### src/rtl/uart_rx_if.sv
// Serial-receive bus: line and baud tick in, received word and status strobes out.
interface uart_rx_if #(
  parameter int DATA_BITS = 8
);
  logic                 rx_serial;
  logic                 baud_tick_16x;
  logic [DATA_BITS-1:0] rx_data;
  logic                 rx_valid;
  logic                 frame_err;
  logic                 rx_busy;

  // Line/tick source and consumer of the received data
  modport master (
    output rx_serial, baud_tick_16x,
    input  rx_data, rx_valid, frame_err, rx_busy
  );

  // The receiver itself
  modport slave (
    input  rx_serial, baud_tick_16x,
    output rx_data, rx_valid, frame_err, rx_busy
  );
endinterface

### src/rtl/uart_rx.sv
// 16x-oversampling UART receiver with 3-sample mid-bit majority vote.
// Frames are start(0) + DATA_BITS (LSB first) + stop(1). DATA_BITS >= 2.
module uart_rx #(
  parameter int DATA_BITS   = 8,
  parameter int SYNC_STAGES = 2
) (
  input  logic     i_clk,
  input  logic     i_rst,
  uart_rx_if.slave bus
);
  localparam int BW = (DATA_BITS > 1) ? $clog2(DATA_BITS) : 1;

  typedef enum logic [2:0] {IDLE, START, DATA, STOP, WAIT_IDLE} state_e;

  state_e                 state_q;
  logic [SYNC_STAGES-1:0] sync_q;
  logic [3:0]             tick_q;
  logic [BW-1:0]          bit_q;
  logic [DATA_BITS-1:0]   shift_q;
  logic [DATA_BITS-1:0]   data_q;
  logic                   vote6_q, vote7_q;
  logic                   valid_q, err_q;
  logic                   rx_s, vote_d, mid_d, end_d;

  assign rx_s   = sync_q[SYNC_STAGES-1];
  // Majority of samples at tick_cnt 6, 7 and the live sample at 8
  assign vote_d = (vote6_q & vote7_q) | (vote6_q & rx_s) | (vote7_q & rx_s);
  assign mid_d  = bus.baud_tick_16x && (tick_q == 4'd8);
  assign end_d  = bus.baud_tick_16x && (tick_q == 4'd15);

  // Input synchroniser; idles high so reset does not look like a start edge
  always_ff @(posedge i_clk) begin
    if (i_rst) sync_q <= '1;
    else       sync_q <= {sync_q[SYNC_STAGES-2:0], bus.rx_serial};
  end

  // Frame FSM with tick counter, vote capture, shifter and registered strobes
  always_ff @(posedge i_clk) begin
    if (i_rst) begin
      state_q <= IDLE;
      tick_q  <= '0;
      bit_q   <= '0;
      shift_q <= '0;
      data_q  <= '0;
      vote6_q <= 1'b0;
      vote7_q <= 1'b0;
      valid_q <= 1'b0;
      err_q   <= 1'b0;
    end else begin
      valid_q <= 1'b0;
      err_q   <= 1'b0;
      // Counter and vote samples run in every non-idle state
      if (state_q != IDLE && bus.baud_tick_16x) begin
        tick_q <= tick_q + 4'd1;
        if (tick_q == 4'd6) vote6_q <= rx_s;
        if (tick_q == 4'd7) vote7_q <= rx_s;
      end
      unique case (state_q)
        IDLE: begin
          // A tick coinciding with this transition is deliberately not counted
          if (!rx_s) begin
            state_q <= START;
            tick_q  <= '0;
          end
        end
        START: begin
          if (mid_d && vote_d) state_q <= IDLE;  // false start
          else if (end_d) begin
            state_q <= DATA;
            tick_q  <= '0;
            bit_q   <= '0;
          end
        end
        DATA: begin
          if (mid_d) shift_q <= {vote_d, shift_q[DATA_BITS-1:1]};
          if (end_d) begin
            if (bit_q == BW'(DATA_BITS - 1)) state_q <= STOP;
            else                             bit_q   <= bit_q + 1'b1;
          end
        end
        STOP: begin
          // Leave at mid-stop so a drifting transmitter can start the next frame early
          if (mid_d) begin
            if (vote_d) begin
              data_q  <= shift_q;
              valid_q <= 1'b1;
              state_q <= IDLE;
            end else begin
              err_q   <= 1'b1;
              state_q <= WAIT_IDLE;
            end
          end
        end
        WAIT_IDLE: begin
          // A break/stuck-low line must return high before a new frame is armed
          if (rx_s) state_q <= IDLE;
        end
        default: state_q <= IDLE;
      endcase
    end
  end

  assign bus.rx_data   = data_q;
  assign bus.rx_valid  = valid_q;
  assign bus.frame_err = err_q;
  assign bus.rx_busy   = (state_q != IDLE);
endmodule

### src/flat_wrapper.sv
// flat-port wrapper written by rule: the top's interface ports become plain ports
module uart_rx_flat 
#(
  parameter int DATA_BITS   = 8,
  parameter int SYNC_STAGES = 2
)
  (i_clk, i_rst, bus_rx_serial, bus_baud_tick_16x, bus_rx_data, bus_rx_valid, bus_frame_err, bus_rx_busy);
  uart_rx_if #(.DATA_BITS(DATA_BITS)) bus_i ();
  input  logic i_clk;
  input  logic i_rst;
  input wire logic [$bits(bus_i.rx_serial)-1:0] bus_rx_serial;
  input wire logic [$bits(bus_i.baud_tick_16x)-1:0] bus_baud_tick_16x;
  output wire logic [$bits(bus_i.rx_data)-1:0] bus_rx_data;
  output wire logic [$bits(bus_i.rx_valid)-1:0] bus_rx_valid;
  output wire logic [$bits(bus_i.frame_err)-1:0] bus_frame_err;
  output wire logic [$bits(bus_i.rx_busy)-1:0] bus_rx_busy;
  assign bus_i.rx_serial = bus_rx_serial;
  assign bus_i.baud_tick_16x = bus_baud_tick_16x;
  assign bus_rx_data = bus_i.rx_data;
  assign bus_rx_valid = bus_i.rx_valid;
  assign bus_frame_err = bus_i.frame_err;
  assign bus_rx_busy = bus_i.rx_busy;
  uart_rx #(.DATA_BITS(DATA_BITS), .SYNC_STAGES(SYNC_STAGES)) u_core (.i_clk(i_clk), .i_rst(i_rst), .bus(bus_i));
endmodule
### config.mk
export PLATFORM = sky130hd
export DESIGN_NAME = uart_rx_flat
export DESIGN_NICKNAME = d
export VERILOG_FILES = /design/src/rtl/uart_rx_if.sv /design/src/rtl/uart_rx.sv /design/src/flat_wrapper.sv
export SDC_FILE = /design/constraint.sdc
export NUM_CORES = 1
export LEC_CHECK = 0
export ABC_AREA = 1
export CORE_MARGIN = 2
export CORE_UTILIZATION = 53
export CTS_BUF_LIST = sky130_fd_sc_hd__clkbuf_2 sky130_fd_sc_hd__clkbuf_4 sky130_fd_sc_hd__clkbuf_8
export DETAILED_ROUTE_END_ITERATION = 12
export HOLD_SLACK_MARGIN = 0.06
export PLACE_DENSITY_LB_ADDON = 0.12
export SLEW_MARGIN = 10
export SYNTH_ARGS = -nofsm -noshare
export SYNTH_HDL_FRONTEND = slang
export SYNTH_SLANG_ARGS = --single-unit
### constraint.sdc
create_clock -name i_clk -period 1.25 [get_ports i_clk]
set_input_delay 0.3125 -clock i_clk [delete_from_list [all_inputs] [get_ports i_clk]]
set_output_delay 0.3125 -clock i_clk [all_outputs]
set_load 0.02 [all_outputs]
### Word level (Yosys, flattened, before mapping)

Index checks and enable logic that the tools add are counted.

| cells by class | value |
|---|---|
| reduce and logical (&&, ||, !) cells | 14 |
| order comparisons | 0 |
| div/mod/pow operators | 0 |
| shift operators | 0 |
| muxes and demuxes | 21 |
| multiply operators | 0 |
| equal/unequal tests | 18 |
| bitwise logic cells | 7 |
| $add $sub $neg | 2 |

Operators with widths:

| cell | count |
|---|---|
| two-way mux 3 bit | 12 |
| two-way mux 4 bit | 4 |
| one-hot mux 3 bit (5 select lines) | 1 |
| inequality test 2 x 1 -> 1 bit (second input constant) | 5 |
| equality test 4 x 3 -> 1 bit (second input constant) | 2 |
| equality test 4 bit (second input constant) | 2 |
| one-hot mux 4 bit (2 select lines) | 1 |
| equality test 3 x 2 -> 1 bit (second input constant) | 2 |
| equality test 3 bit (second input constant) | 2 |
| inequality test 2 bit (second input constant) | 3 |
| one-hot mux 3 bit (2 select lines) | 1 |
| AND reduction 2 bit | 3 |
| AND reduction 6 bit | 1 |
| AND reduction 5 bit | 1 |
| adder 4 x 1 -> 4 bit (second input constant) | 1 |
| logical AND 1 bit | 4 |
| adder 3 x 1 -> 3 bit (second input constant) | 1 |
| bitwise AND 1 bit | 3 |
| equality test 3 x 1 -> 1 bit (second input constant) | 1 |
| logical NOT 3 bit | 1 |
| inequality test 3 x 1 -> 1 bit (second input constant) | 1 |
| AND reduction 3 bit | 1 |
| nonzero test 3 bit | 1 |
| OR reduction 3 bit | 1 |
| other kinds (4) | 7 |

| storage, ports and cells | value |
|---|---|
| input bits | 4 |
| RAM bits | 0 |
| memories | 0 |
| bits in read-only memories | 0 |
| logic and storage cells | 72 |
| output and inout port bits | 11 |
| register bits | 32 |
| bits in latches | 0 |

### Logic depth before layout (Yosys ltp)

| logic depth | value |
|---|---|
| depth in word-level cells | 6 |
| gate-level depth with buffers | 12 |
| depth with buffers taken out | 12 |

### Worst setup path before layout

Ideal clock, no wire load.

| timing | value |
|---|---|
| path type | register to register |
| start point | register u_core.tick_q[0] |
| end point | register u_core.data_q[7] (netlist: u_core.bus.rx_data[7]) |
| path slack | -0.089 ns |
| stages on the path, launching flop included | 9 |
| period minus slack after synthesis | 1.339 ns |
| library setup time | 0.119 ns |
| data required time | 1.131 ns |
| data arrival time | 1.219 ns |
| buffers on the path | 1 |
| cells stage by stage | dfxtp_1 inv_1 ha_1 nand2_1 nor2_1 nand3_2 buf_2 o21ai_1 a21oi_1 |

| between the ends | value |
|---|---|
| word-level cells in the longest chain between the ends | 3 |

RTL lines:

| element | RTL line | source |
|---|---|---|
| from (decl) | uart_rx.sv:17 | `logic [3:0] tick_q;` |
| from (signal assigned) | uart_rx.sv:54 | `tick_q <= tick_q + 4'd1;` |
| equality test 4 bit | uart_rx.sv:28 | `assign mid_d = bus.baud_tick_16x && (tick_q == 4'd8);` |
| logical AND 1 bit | uart_rx.sv:28 |  |
| AND reduction 3 bit (no source line) | -- |  |
| to (signal assigned) | uart_rx.sv:85 | `data_q <= shift_q;` |
| to (decl) | uart_rx.sv:20 | `logic [DATA_BITS-1:0] data_q;` |

No other way between the ends.
A chain may end at the register's enable or synchronous reset.

### Worst setup path in the final report

| timing | value |
|---|---|
| start point | input bus_baud_tick_16x |
| end point | register u_core.shift_q[7] |

| between the ends | value |
|---|---|
| word-level cells in the longest chain between the ends | 2 |

RTL lines:

| element | RTL line | source |
|---|---|---|
| from (decl) | flat_wrapper.sv:12 | `input wire logic [$bits(bus_i.baud_tick_16x)-1:0] bus_baud_tick_16x;` |
| logical AND 1 bit | uart_rx.sv:28 |  |
| AND reduction 2 bit (no source line) | -- |  |
| to (signal assigned) | uart_rx.sv:75 | `if (mid_d) shift_q <= {vote_d, shift_q[DATA_BITS-1:1]};` |
| to (decl) | uart_rx.sv:19 | `logic [DATA_BITS-1:0] shift_q;` |

No other way between the ends.

==> flow_metrics.env <==
export IMPL_wl_per_cell_um=14.1
export IMPL_path_cells="clkdlybuf4s50_1 -> nand2_2 -> inv_2 -> nand2_2 -> buf_6 -> nor2_4 -> nand2_1 -> a21oi_1"
export IMPL_hpwlAfterDp_um=2570
export IMPL_maxSlewHeadroom=0.744
export IMPL_die_y_um=58.4
export IMPL_worstSkewPairLatency_ps=340
export IMPL_overflow=0
export IMPL_rsz0062_at_grt="true"
export IMPL_r2r_slack_ps=-190
export IMPL_dr_pass1_iters=6
export IMPL_grt_pass1_vias=1420
export IMPL_p_clk_frac=0.139
export IMPL_start_kind="primary input"
export IMPL_tightestPinTransition_ps=383
export IMPL_maxCapViolCount=0
export IMPL_post_dp_cell_area_um2=2000
export IMPL_p_sw_frac=0.427
export IMPL_fp_dieArea_um2=3410
export IMPL_p_leak_nw=1.03
export IMPL_crit_fanout=3
export IMPL_place_ws_ps=-495
export IMPL_syn_avg_cell_area_um2=7.57
export IMPL_crit_top_cell="nand2_2"
export IMPL_peakVddDrop_mv=1.99
export IMPL_yosysSeqAreaShare=0.409
export IMPL_synth_area_um2=1570
export IMPL_syn_inst=207
export IMPL_power_share_combinational=0.576
export IMPL_nNetsFinal=271
export IMPL_p_seq_frac=0.285
export IMPL_synth_fp_nets=217
export IMPL_hold_viol_final=0
export IMPL_worst_path_max_delay_cell="clkdlybuf4s50_1"
export IMPL_grt_max_degree=14
export IMPL_design_area_um2=2270
export IMPL_cp_arrival_ps=1700
export IMPL_violations="setup timing"
export IMPL_numClockSinks=32
export IMPL_cts_tree="yes"
export IMPL_end_kind="flip-flop"
export IMPL_rows=19
export IMPL_n_antenna_cell=0
export IMPL_drt_initial_drc_count=46
export IMPL_io_buffers=14
export IMPL_clock_path_buffers=2
export IMPL_nFillCells=180
export IMPL_status="complete, but fails checks"
export IMPL_drc=0
export IMPL_worstHoldPathCells=1
export IMPL_setup_violations=24
export IMPL_worstSetupPathType="in2reg"
export IMPL_finalCritPeriodShare=1.16
export IMPL_clock_skew_ps=10.5
export IMPL_r2r_worst_path_cells=9
export IMPL_vias_per_cell=5.24
export IMPL_ys_types=28
export IMPL_drive_gt1_frac=0.485
export IMPL_max_stage_delay_ps=510
export IMPL_min_to="u_core.sync_q[1]$_SDFF_PP1_"
export IMPL_switchingPower_mw=1.81
export IMPL_hp_class="reg2reg"
export IMPL_r2r_start="u_core.tick_q[0]$_SDFF_PP0_"
export IMPL_num_vias=1535
export IMPL_ant_nets=0
export IMPL_power_density_nw_per_um2=1870
export IMPL_slew_viol_final=0
export IMPL_antenna_found_initial=0
export IMPL_io_pins=15
export IMPL_die_w_um=58.4
export IMPL_worstPathRequired_ps=1500
export IMPL_route_final_wire_length_um=4130
export IMPL_cts_inserted_buffers=5
export IMPL_p_int_mw=2.43
export IMPL_multiInputGateArea_um2=997
export IMPL_ys_warnings_count=0
export IMPL_seq_area_um2=656
export IMPL_root_buffer="clkbuf_4"
export IMPL_h_tree_depth=2
export IMPL_setup_slack_ps=-194
export IMPL_hold_path_startpoint="u_core.sync_q[0]$_SDFF_PP1_"
export IMPL_cts_hold_fix_buffers=0
export IMPL_fmax_mhz=692
export IMPL_total_power_mw=4.24
export IMPL_core_area_um2=2780
export IMPL_area_delta_synth_final_pct=44.7
export IMPL_post_route_min_period_ps=1440
export IMPL_r2r_end="u_core.shift_q[7]$_SDFFE_PP0P_"
export IMPL_start_util=0.564
export IMPL_clkTransAtPathRegs_ps=110
export IMPL_grt_pass1_wl_um=5780
export IMPL_grt_use_total=0.225
export IMPL_place_congestion=0.842
export IMPL_ys_ff_latch=32
-- cell usage in the layout, fill, tap and decap left out, types with 6 or more instances in the layout --
cell type and count:
a21oi_1 7, buf_2 10, buf_4 31, buf_6 6
dfxtp_1 24, dfxtp_2 6, inv_1 20, inv_2 7
nand2_1 22, nand2_2 7, nand3_2 6, nor2_1 27
nor2_4 7, o21ai_0 8, o21ai_1 10
-- metal layers --
metal	wire, µm	global-route usage	up-vias
met5	0	0	-
met4	165	0.110	0
met3	209	0.0681	18
met2	2090	0.403	52
met1	1670	0.237	695
li1	-	-	770
-- through the flow --
step	util	std cells	TNS, ps	hold WS (ps)
final	0.816	293	-2600	436
after CTS	0.753	286	-1620	434
after global placement	0.717	275	-10410	401
after floorplan	-	207	-147	389
after detailed placement	0.717	275	-11430	406
after global routing	0.816	293	-4420	441
-- area by class of cell --
cell class,count,share of cell area
Clock inverter,3,0.00827
Tap cell,31,0.0171
Inverter,30,0.0530
Sequential cell,32,0.289
Multi-Input combinational cell,141,0.440
Timing Repair Buffer,51,0.177
Clock buffer,5,0.0165
-- worst max-delay path: cells and delay by family --
family                 cells  cell delay [ps]
buffers and inverters      3              730
AOI/OAI and AO/OA          1              240
and+or+nand+nor            4              410
-- timing repair --
action	in CTS	in global routing
setup buffers	3	6
pin swaps	14	22
setup endpoints to repair	37	32
cloned	0	1
resized for setup	64	41
-- power by group through the flow --
stage	sequential, mW	clock [mW]	combinational [mW]
finish	1.21	0.590	2.44
global route	1.22	0.662	2.61
CTS	1.19	0.606	2.01
detailed placement	1.21	0	1.88
global placement	1.20	0	1.81
floorplan	1.23	0	1.20
-- worst max-delay path by stage --
stage	from	end	slack [ps]	depth (start not counted)
CTS	u_core.tick_q[0]$_SDFF_PP0_	u_core.state_q[2]$_SDFFE_PP0P_	-140	11
detailed placement	bus_baud_tick_16x	u_core.bus.rx_data[5]$_SDFFE_PP0P_	-500	6
global placement	bus_baud_tick_16x	u_core.bus.rx_data[0]$_SDFFE_PP0P_	-440	6
global route	u_core.tick_q[0]$_SDFF_PP0_	u_core.shift_q[7]$_SDFFE_PP0P_	-240	9
finish	bus_baud_tick_16x	u_core.shift_q[7]$_SDFFE_PP0P_	-190	8
floorplan	u_core.tick_q[0]$_SDFF_PP0_	u_core.state_q[2]$_SDFFE_PP0P_	-50	11
-- state kept, by name, summed over array words and instances, names as in the netlist --
| signal | flops |
|---|---|
| u_core.bit_q | 3 |
| u_core.bus.frame_err | 1 |
| u_core.bus.rx_data | 8 |
| u_core.bus.rx_valid | 1 |
| u_core.shift_q | 8 |
| u_core.state_q | 3 |
| u_core.sync_q | 2 |
| u_core.tick_q | 4 |
| u_core.vote6_q | 1 |
| u_core.vote7_q | 1 |
-- cell families after synthesis --
kind of cell             count (synthesis)  share of synthesized area
AND/OR/NAND/NOR                         95                      0.322
AO/OA/AOI/OAI                           38                      0.127
buffers and inverters                   35                     0.0886
flip-flops                              32                      0.409
adder cells (fa/ha/maj)                  6                     0.0479
XOR/XNOR                                 1                    0.00559
-- cell usage after synthesis --
master | n | share of area
or2_2 | 2 | 0.0080
nor2_8 | 1 | 0.013
nand3_2 | 6 | 0.038
nand4_1 | 4 | 0.016
ha_1 | 6 | 0.048
buf_2 | 1 | 0.0032
nor3_1 | 2 | 0.0064
a21oi_1 | 12 | 0.038
o21ai_1 | 5 | 0.016
nor2_2 | 3 | 0.012
nor3_2 | 1 | 0.0064
o21bai_1 | 1 | 0.0048
nor2_4 | 3 | 0.022
nand2_1 | 27 | 0.065
o21ai_2 | 1 | 0.0056
dfxtp_1 | 32 | 0.41
inv_4 | 1 | 0.0040
buf_4 | 1 | 0.0048
nand3_1 | 7 | 0.022
nand2_4 | 3 | 0.022
o21ai_0 | 18 | 0.057
nor2_1 | 32 | 0.077
a21boi_0 | 1 | 0.0048
clkbuf_1 | 3 | 0.0072
inv_2 | 3 | 0.0072
inv_1 | 26 | 0.062
xor2_1 | 1 | 0.0056
nand2_2 | 4 | 0.016
(Power assumes the default switching activity.)
